## src/rtl/operand_loader_pkg.sv

```systemverilog
// ------------------------------------------------------------------
// operand_loader_pkg : state encodings and default widths for operand_loader
// Revision: 1.0
// ------------------------------------------------------------------
`default_nettype none

package operand_loader_pkg;
  localparam int NB_DATA_DEF = 4;
  localparam int NB_OP_DEF   = 6;

  typedef enum logic [1:0] {
    S_A    = 2'b00,
    S_B    = 2'b01,
    S_OP   = 2'b10,
    S_DONE = 2'b11
  } state_t;
endpackage

`default_nettype wire

```

## src/rtl/operand_loader_btn_debounce.sv

```systemverilog
// ------------------------------------------------------------------
// btn_debounce : 2-flop synchronizer, counter debounce, rising-edge pulse
// Revision: 1.0
// ------------------------------------------------------------------
`default_nettype none

module btn_debounce #(
  parameter int DEB_CYCLES = 500000
) (
  input  logic clk,
  input  logic rst,
  input  logic btn,
  output logic press
);
  localparam int CNT_W = $clog2(DEB_CYCLES);
  localparam logic [CNT_W-1:0] CNT_LAST = CNT_W'(DEB_CYCLES - 1);

  logic [1:0]       sync;
  logic             stable;
  logic [CNT_W-1:0] cnt;

  always_ff @(posedge clk) begin
    if (rst) begin
      sync   <= 2'b00;
      stable <= 1'b0;
      cnt    <= '0;
      press  <= 1'b0;
    end else begin
      sync  <= {sync[0], btn};
      press <= 1'b0;
      if (sync[1] == stable) begin
        cnt <= '0;
      end else if (cnt == CNT_LAST) begin
        // DEB_CYCLES-th consecutive differing sample: accept the new level
        stable <= sync[1];
        cnt    <= '0;
        press  <= sync[1];
      end else begin
        cnt <= cnt + CNT_W'(1);
      end
    end
  end
endmodule

`default_nettype wire

```

## src/rtl/operand_loader.sv

```systemverilog
// ------------------------------------------------------------------
// operand_loader : loads ALU operands A, B and opcode from switches via buttons
// Revision: 1.0
// ------------------------------------------------------------------
`default_nettype none

module operand_loader
  import operand_loader_pkg::*;
#(
  parameter int NB_DATA    = NB_DATA_DEF,
  parameter int NB_OP      = NB_OP_DEF,
  parameter int NB_SW      = 8,
  parameter int DEB_CYCLES = 500000
) (
  input  logic               clk,
  input  logic               i_rst,
  input  logic [NB_SW-1:0]   i_sw,
  input  logic               i_btn_a,
  input  logic               i_btn_b,
  input  logic               i_btn_op,
  output logic [NB_DATA-1:0] o_datoA,
  output logic [NB_DATA-1:0] o_datoB,
  output logic [NB_OP-1:0]   o_operation,
  output logic               o_valid,
  output logic               o_ready,
  output logic [1:0]         o_state
);
  logic [2:0] btn_raw;
  logic [2:0] press;
  state_t     state;
  state_t     next_state;
  logic       load_a;
  logic       load_b;
  logic       load_op;
  logic       unused_sw;

  assign btn_raw   = {i_btn_op, i_btn_b, i_btn_a};
  assign unused_sw = ^i_sw;

  for (genvar i = 0; i < 3; i++) begin : g_btn
    btn_debounce #(.DEB_CYCLES(DEB_CYCLES)) u_deb (
      .clk   (clk),
      .rst   (i_rst),
      .btn   (btn_raw[i]),
      .press (press[i])
    );
  end

  always_ff @(posedge clk) begin
    if (i_rst) state <= S_A;
    else       state <= next_state;
  end

  // Only the press matching the current state acts; the rest are dropped
  always_comb begin
    next_state = state;
    load_a     = 1'b0;
    load_b     = 1'b0;
    load_op    = 1'b0;
    case (state)
      S_A:    if (press[0]) begin load_a  = 1'b1; next_state = S_B;    end
      S_B:    if (press[1]) begin load_b  = 1'b1; next_state = S_OP;   end
      S_OP:   if (press[2]) begin load_op = 1'b1; next_state = S_DONE; end
      S_DONE: if (press[0]) begin load_a  = 1'b1; next_state = S_B;    end
      default: next_state = S_A;
    endcase
  end

  always_ff @(posedge clk) begin
    if (i_rst) begin
      o_datoA     <= '0;
      o_datoB     <= '0;
      o_operation <= '0;
      o_valid     <= 1'b0;
      o_ready     <= 1'b0;
    end else begin
      if (load_a)  o_datoA     <= i_sw[NB_DATA-1:0];
      if (load_b)  o_datoB     <= i_sw[NB_DATA-1:0];
      if (load_op) o_operation <= i_sw[NB_OP-1:0];
      o_valid <= load_op;
      o_ready <= (next_state == S_DONE);
    end
  end

  assign o_state = state;
endmodule

`default_nettype wire

```

## config.mk

```make
export PLATFORM = sky130hd
export DESIGN_NAME = operand_loader
export DESIGN_NICKNAME = d
export VERILOG_FILES = /design/src/rtl/operand_loader_pkg.sv /design/src/rtl/operand_loader_btn_debounce.sv /design/src/rtl/operand_loader.sv
export SDC_FILE = /design/constraint.sdc
export NUM_CORES = 1
export LEC_CHECK = 0
export ABC_AREA = 0
export CORE_ASPECT_RATIO = 0.5
export CORE_MARGIN = 4
export CORE_UTILIZATION = 35
export CTS_CLUSTER_SIZE = 30
export DETAILED_ROUTE_END_ITERATION = 7
export GPL_TIMING_DRIVEN = 0
export PLACE_DENSITY = 0.57
export SLEW_MARGIN = 5
export SYNTH_ARGS = -nofsm -noshare
export SYNTH_HDL_FRONTEND = slang
export SYNTH_SLANG_ARGS = --single-unit
```

## constraint.sdc

```tcl
create_clock -name clk -period 2.1 [get_ports clk]
set_input_delay 0.42 -clock clk [delete_from_list [all_inputs] [get_ports clk]]
set_output_delay 0.42 -clock clk [all_outputs]
set_load 0.01 [all_outputs]
```

Word-level counts from Yosys, hierarchy flattened
Cells that the tools add are included.
W data, S select, Z words.
{"block": "totals", "reg_bits": 87, "latchBits": 0, "ram_bits": 0, "mem_bits_ro": 0, "input_bits": 13, "out_inout_bits": 18, "word_cells": 58, "memories": 0}
{"block": "classes", "n_addsub": 3, "multipliers": 0, "n_div": 0, "n_lt_le_gt_ge": 0, "eq_ne": 10, "shifts": 0, "mux": 10, "bitwise_logic": 6, "n_reduce_logical": 11}
{"operator": "$add A19 B1 Y19 const B", "count": 3}
{"operator": "$eq A19 B19 Y1 const B", "count": 3}
{"operator": "$reduce_or A3 Y1", "count": 6}
{"operator": "$eq A2 B2 Y1 const B", "count": 3}
{"operator": "$mux W1", "count": 6}
{"operator": "$mux W2", "count": 3}
{"operator": "$not A1 Y1", "count": 6}
{"operator": "$pmux W2 S3", "count": 1}
{"operator": "$reduce_and A2 Y1", "count": 3}
{"operator": "$eq A1 B1 Y1", "count": 3}
{"operator": "$eq A2 B1 Y1 const B", "count": 1}
{"operator": "$logic_not A2 Y1", "count": 1}
{"operator": "$reduce_or A2 Y1", "count": 1}

Longest topological paths before layout
Gate-level depths: netlist of the first run.
{"block": "logic_depth", "depth_word": 4, "mapped_depth": 7, "mapped_depth_nobuf": 6}

Modules after synthesis
Synthesis of the first run repeated with hierarchy kept, for this count alone.
{"block": "hier_totals", "cells_unflattened": 437, "hier_area_um2": 3872.5}
{"mod": "btn_debounce", "n_inst": 3, "cells_each": 117, "area_each_um2": 1047.3, "seq_area_each_um2": 460.4}
{"mod": "operand_loader", "n_inst": 1, "cells_each": 86, "area_each_um2": 730.7, "seq_area_each_um2": 360.3}

Worst setup path before layout of the first run
OpenSTA, ideal clock, no wires.
{"block": "synth_timing", "path_kind": "flip-flop to flip-flop", "from": "reg g_btn[0].u_deb.cnt[0]", "to": "reg g_btn[0].u_deb.cnt[10]", "setup_ns": 0.115, "t_arrival_ns": 1.642, "required_time_ns": 1.985, "setup_slack_ns": 0.343, "stages_incl_launch_ff": 8, "path_buffers": 2, "synth_period_minus_slack_ns": 1.757, "cell_sequence": "dfxtp_1 > ha_1 > nand4_2 > or2_1 > clkbuf_1 > o21bai_2 > buf_4 > nor2_1"}
{"block": "synth_via", "elab_chain_len": 2, "elab_cells_between_ends": 3, "classes_between": "1 x add/sub; 1 x eq/ne; 1 x reduce/logical"}
{"item": "start, declared", "line": "operand_loader_btn_debounce.sv:20", "text": "logic [CNT_W-1:0] cnt;"}
{"item": "start signal, assigned", "line": "operand_loader_btn_debounce.sv:39", "text": "cnt <= cnt + CNT_W'(1);"}
{"item": "parallel branches: the longest is 2 deep, another holds $add A19 B1 Y19"}
Several ways; the timed one is not identified.
A chain may end at the register's enable or synchronous reset.

Worst setup path in the final report of the first run
{"block": "layout_timing", "from": "reg g_btn[1].u_deb.cnt[0]", "to": "reg g_btn[1].u_deb.cnt[15]"}
{"block": "layout_via", "elab_chain_len": 2, "elab_cells_between_ends": 3, "classes_between": "1 x add/sub; 1 x eq/ne; 1 x reduce/logical"}
{"item": "start, declared", "line": "operand_loader_btn_debounce.sv:20"}
{"item": "start signal, assigned", "line": "operand_loader_btn_debounce.sv:39"}
{"item": "parallel branches: the longest is 2 deep, another holds $add A19 B1 Y19"}
Several ways; the timed one is not identified.

==> results of run 1 <==
[worst min-delay path by stage]
| stage | start | to | slack (ps) | cells after the start |
|---|---|---|---|---|
| CTS | g_btn[1].u_deb.sync[0] | g_btn[1].u_deb.sync[1] | 440 | 1 |
| detailed placement | g_btn[1].u_deb.sync[0] | g_btn[1].u_deb.sync[1] | 430 | 1 |
| global placement | g_btn[1].u_deb.sync[0] | g_btn[1].u_deb.sync[1] | 420 | 1 |
| floorplan | g_btn[0].u_deb.sync[0] | g_btn[0].u_deb.sync[1] | 410 | 1 |
| global route | g_btn[1].u_deb.sync[0] | g_btn[1].u_deb.sync[1] | 460 | 1 |
| finish | g_btn[1].u_deb.sync[0] | g_btn[1].u_deb.sync[1] | 440 | 1 |
[critical path, cell delays in order, from the launching register on]
cell	delay (ps)
dfxtp_1	380
ha_1	240
nand3_2	180
or2_1	350
o21ai_4	270
buf_2	280
nor2_1	80
[cells in the mapped netlist (2+ instances only)]
master	count	area, um2
a21oi_1	23	115.1
nand4_2	2	25.02
nor4bb_1	3	30.03
o31ai_1	4	30.03
xnor2_1	31	271.5
or3_1	7	43.79
nor3_1	13	65.06
nor4b_1	3	26.28
or4_1	2	15.01
nor2_1	59	221.5
nand4_1	16	100.1
mux2i_1	3	30.03
or2_2	2	12.51
nand2b_1	7	43.79
or2_1	2	12.51
xor2_1	13	113.9
nor4_2	2	25.02
o21ai_0	8	40.04
nor2b_1	8	50.05
clkbuf_1	6	22.52
and4_1	2	17.52
inv_1	11	41.29
buf_4	3	22.52
nor4_1	14	87.58
dfxtp_1	87	1742
ha_1	6	75.07
and3_1	4	25.02
nand2_1	28	105.1
nand3_1	36	180.2
[power by group through the flow]
stage	clock network (uW)	registers (uW)	logic, uW
after floorplan	0	1710	60.2
after global placement	0	1710	110
after detailed placement	0	1710	110
after CTS	1800	1670	110
after global routing	1870	1670	121
final	1740	1670	110
[registers in the layout, indices dropped and copies added, names as in the netlist]
| register | flops |
|---|---|
| g_btn.u_deb.cnt | 57 |
| g_btn.u_deb.sync | 6 |
| o_operation | 6 |
| o_datoA | 4 |
| o_datoB | 4 |
| g_btn.u_deb.press | 3 |
| g_btn.u_deb.stable | 3 |
| o_state | 2 |
| o_ready | 1 |
| o_valid | 1 |
[what timing repair did]
item / CTS / global route
setup buffers: 1 / 0
pin swaps: 0 / 1
setup endpoints to repair: 5 / 20
resized for setup: 0 / 6
[through the flow]
step | setup WS, ps | instances | util [%] | total power (uW)
after global placement | -6.040 | 595 | 40.90 | 1819
after global routing | 42.19 | 612 | 44.41 | 3667
final | 217.2 | 612 | 44.41 | 3526
after detailed placement | 1.099 | 595 | 40.90 | 1819
after floorplan | 343.4 | 427 | - | 1769
after CTS | 0.07483 | 612 | 44.17 | 3584
[metal layers]
layer,track usage (%),vias up,share of wire (%)
met1,17.14,1368,53
met4,4.629,0,1.1
met5,0,-,0
met3,3.474,8,1.9
li1,-,1581,-
met2,19.87,19,44
[cells by family after synthesis]
family | Yosys count | synth area share, %
compound gates | 43 | 6.911
xor+xnor | 44 | 10.13
fa+ha+maj | 6 | 1.974
buf+inv | 23 | 2.632
flops | 87 | 45.80
mux | 4 | 1.086
simple gates | 220 | 31.46
[final cells by class]
type | instances | area share [%]
flip-flops and latches | 87 | 37.73
clock inverters | 4 | 1.651
repair buffers | 29 | 6.225
multi-input cells | 317 | 42.90
plain buffers | 12 | 1.272
inverters | 11 | 0.8931
well taps | 140 | 3.789
clock buffers | 12 | 5.548
==> out/metrics.yaml, run 1 <==
clock_tree.root_cell: "clkbuf_16"
r2r.worst_path.cells: 6
hold_class: "register to register"
post_synth_instance_area_um2: 3802
leakagePower_uw: 0.001359
crit_path_max_fanout: 10
crit_start: "g_btn[1].u_deb.cnt[0]"
synth_top_flop_cell: "dfxtp_1"
drt-total-wl_um: 7573
synth-edff-count: 0
synth_cells: 427
finalSetupViolCount: 0
ff2ff_setup_slack_ps: 220
worstSetupStartpointType: "register"
ioPinCount: 31
grt_pass1_wl_um: 13210
finClkSkew_ps: 9.332
slew_headroom_pct: 65.32
grt_overflow: 0
grt_util_all_layers_pct: 12.76
fmax_mhz: 531.1
cp-end-kind: "register"
rsz0062_at_grt: "false"
report.final.slew_viol_count: 0
ant_nets: 0
yosysWarnings: 0
area.sequential_um2: 1744
dpl.hpwl_um: 5484
layout_common_cells: "dfxtp_1 (85), nor2_1 (59), nand3_1 (35)"
multi_input_area_um2: 1983
syn2layout_area_growth_pct: 21.59
clock_path_buffers: 2
drive_gt1_share_pct: 8.898
clock_sinks: 87
endpoint: "g_btn[1].u_deb.cnt[15]"
grt_max_degree: 15
htreeDepth: 3
fill_cells: 1028
rr_endpoint: "g_btn[1].u_deb.cnt[15]"
worst_hold_slack_ps: 438.4
status: "finished, final reports clean"
p_per_area_nw_per_um2: 762.7
clk_pin_slew_ps: 60
diodes: 0
finalSetupTns_ps: 0
num_vias: 2976
io_buffers: 28
maxCapViolCount: 0
place_area_um2: 4258
initial_core_util_pct: 36.53
drcViolationCount: 0
first_iter_violations: 95
antenna_found_initial: 0
p_sw_share_pct: 19.91
clk_latency_ps: 330
ir_drop_mv: 0.3880
final_area_um2: 4623
wl_per_cell_um: 12.37
p_comb_share_pct: 3.1
cts_hold_buf: 0
critPathRequiredTime_ps: 2320
rows: 26
p_clk_share_pct: 49.5
p_switching_uw: 702.0
final_common_cell: "dfxtp_1"
avgSynthCellArea_um2: 8.905
dieArea_um2: 12700
ys_seq_elements: 87
intPower_uw: 2824
synth.distinct_cells: 51
cp.arrival_ps: 2110
dieWidth_um: 155.4
crit_type: "register to register"
gp_congestion: 0.7688
grt_pass1_vias: 2759
numCtsBuffers: 9
drtPass1Iterations: 4
syn_nets: 446
synthArstFlopShare_pct: 0
hold_viol_final: 0
vias_per_cell: 4.863
fin_nets: 486
yosysSeqAreaShare_pct: 45.80
post-route-period-util_pct: 89.65
die_h_um: 81.70
fp.coreArea_um2: 10410
cts_tree: "yes"
pwr-share-seq_pct: 47.4
min_period_ps: 1883
regToRegStartpoint: "g_btn[1].u_deb.cnt[0]"
tightest_slew_ps: 512.9
Note: power is estimated with default switching activity, not from simulation.
==> run 2, diff against run 1 <==
CORE_ASPECT_RATIO = unset   (was 0.5)
==> run 2 against run 1 <==
  * First-iteration DRC count grew 75%
  * Power shrank 13%
  * Core utilization shrank 1.2 points
  * Setup slack lost 56 ps
==> out/metrics.yaml, run 2 (synthesized netlist as in run 1, its figures left out) <==
rows: 37  # +42%
cp-end-kind: "register"
fp.coreArea_um2: 10460  # +0.50%
tightest_slew_ps: 625.0  # +112.1 ps
grt_pass1_wl_um: 13220  # +0.11%
hold_path_startpoint: "g_btn[1].u_deb.sync[0]"
diodes: 0  # unchanged
post-place-cells: 591  # -0.67%
fmax_mhz: 515.9  # -2.9%
p_per_area_nw_per_um2: 679.1  # -11%
leakagePower_uw: 0.001320  # -2.9%
die_h_um: 112.2  # +37%
numCtsBuffers: 9  # unchanged
p_switching_uw: 654.6  # -6.8%
initial_core_util_pct: 36.34  # -0.18 points
clk_latency_ps: 350  # +20 ps
rsz0062_at_grt: "false"
drive_gt1_share_pct: 8.861  # -0.038 points
largest_reg_flops: 57  # unchanged
final_util_pct: 43.20  # -1.2 points
slew_headroom_pct: 57.75  # -7.6 points
clk_pin_slew_ps: 80  # +20 ps
place_area_um2: 4253  # -0.12%
ioPinCount: 31  # unchanged
gp_congestion: 0.7862  # +2.3%
grt_max_degree: 15  # unchanged
antenna_found_initial: 0  # unchanged
intPower_uw: 2415  # -14%
rr_endpoint: "g_btn[0].u_deb.cnt[18]"
r2r.worst_path.cells: 6  # unchanged
num_vias: 3062  # +2.9%
drtPass1Iterations: 4  # unchanged
p_clk_share_pct: 41.9  # -7.6 points
clock_path_buffers: 2  # unchanged
hold_class: "register to register"
syn2layout_area_growth_pct: 18.85
dieArea_um2: 12600  # -0.80%
ir_drop_mv: 0.2868  # -26%
dpl.hpwl_um: 5490  # +0.11%
cts_tree: "yes"
post-route-period-util_pct: 92.30  # +2.6 points
worstSetupStartpointType: "register"
final_common_cell: "dfxtp_1"
fin_nets: 488  # +0.41%
p_sw_share_pct: 21.33  # +1.4 points
grt_util_all_layers_pct: 12.62  # -0.14 points
report.final.slew_viol_count: 0  # unchanged
finalSetupTns_ps: 0  # unchanged
grt_overflow: 0  # unchanged
final_cells: 610  # -0.33%
finClkSkew_ps: 12.42  # +3.088 ps
finalSetupViolCount: 0  # unchanged
hold_viol_final: 0  # unchanged
final_area_um2: 4519  # -2.2%
hold_depth: 1  # unchanged
drt-total-wl_um: 7636  # +0.83%
ff2ff_setup_slack_ps: 160  # -60 ps
total_power_uw: 3069  # -13%
critPathRequiredTime_ps: 2390  # +70 ps
worstHoldEndpoint: "g_btn[1].u_deb.sync[1]"
ant_nets: 0  # unchanged
clock_tree.root_cell: "clkbuf_8"
vias_per_cell: 5.020  # +3.2%
p_comb_share_pct: 3.7  # +0.6 points
crit_path_max_fanout: 7  # -3
regToRegStartpoint: "g_btn[0].u_deb.cnt[1]"
critPathMaxStageDelay_ps: 420  # +40 ps
drcViolationCount: 0  # unchanged
maxCapViolCount: 0  # unchanged
wl_per_cell_um: 12.52  # +1.2%
layout_common_cells: "dfxtp_1 (86), nor2_1 (59), nand3_1 (35)"
grt_pass1_vias: 2887  # +4.6%
first_iter_violations: 166  # +75%
io_buffers: 28  # unchanged
crit_slowest_cell: "dfxtp_1"
cp.arrival_ps: 2220  # +110 ps
dieWidth_um: 112.2  # -28%
worstPathCellList: "ha_1, nand4_2, or2_1, clkbuf_1, or3_1, a21oi_1"
status: "finished, final reports clean"
min_period_ps: 1938  # +55.52 ps
pwr-share-seq_pct: 54.4  # +7.0 points
largest_register: "g_btn.u_deb.cnt"
clock_sinks: 87  # unchanged
crit_type: "register to register"
reg_top3: "g_btn.u_deb.cnt: 57 flops, g_btn.u_deb.sync: 6 flops, o_operation: 6 flops"
htreeDepth: 3  # unchanged
-- run 2: cell count changes in the layout (fill, tap and decap cells not counted) --
cell / delta
clkbuf_16: -9
clkbuf_8: +8
buf_4: +2
clkinv_2: +1
clkinv_4: +1
dfxtp_1: +1
dfxtp_2: -1
ha_1: +1
ha_2: -1
inv_6: -1
-- run 2: critical path, delay by kind of cell (launching register included) --
kind	cells	cell delay, ps
simple gates	3	880
compound gates	1	150
fa+ha+maj	1	260
buf+inv	1	170
flops	1	420
-- run 2: stage by stage --
stage | setup slack [ps] | hold slack [ps]
detailed placement | -14.31 | 428.3
global placement | 9.303 | 416.5
finish | 161.7 | 437.8
CTS | 40.51 | 440.3
floorplan | 343.4 | 413.8
global route | 12.39 | 455.7
-- run 2: layer usage --
| layer | vias to the layer above | routed length, um | GRT usage (%) |
|---|---|---|---|
| met1 | 1423 | 3803 | 16.52 |
| met4 | 0 | 125 | 5.369 |
| met3 | 9 | 298 | 3.450 |
| met5 | - | 0 | 0 |
| met2 | 43 | 3409 | 19.63 |
| li1 | 1587 | - | - |
-- run 2: how the worst max path moves through the flow --
stage	to	from	slack, ps
floorplan	g_btn[0].u_deb.cnt[10]	g_btn[0].u_deb.cnt[0]	340
global placement	g_btn[0].u_deb.cnt[5]	g_btn[0].u_deb.cnt[0]	9
detailed placement	g_btn[1].u_deb.cnt[10]	g_btn[1].u_deb.cnt[0]	-10
CTS	g_btn[0].u_deb.cnt[16]	g_btn[0].u_deb.cnt[0]	40
global route	g_btn[1].u_deb.cnt[16]	g_btn[1].u_deb.cnt[0]	10
finish	g_btn[0].u_deb.cnt[18]	g_btn[0].u_deb.cnt[1]	160
-- run 2: repair_timing --
action / in CTS / in global routing
hold endpoints to repair: 0 / 0
hold buffers: 0 / 0
gates resized for setup: 2 / 2
cloned: 0 / 0
pin swaps: 0 / 1
endpoints found under the setup margin: 20 / 31
buffers inserted: 0 / 3
-- run 2: layout make-up --
cell class,count,area (um2)
sequential,87,1743
tap,136,170.2
fill,1070,5943
inverter,11,41.29
timing repair buffer,31,302.8
multi-input combinational,317,1981
buffer,12,58.81
clock inverter,5,81.33
clock buffer,11,141.4
-- run 2: power by group through the flow --
stage | clock [uW] | combinational [uW] | sequential [uW]
2_1_floorplan | 0 | 60.2 | 1710
3_3_place_gp | 0 | 109 | 1710
3_5_place_dp | 0 | 111 | 1710
4_1_cts | 1330 | 113 | 1670
5_1_grt | 1400 | 126 | 1670
6_report | 1290 | 112 | 1670
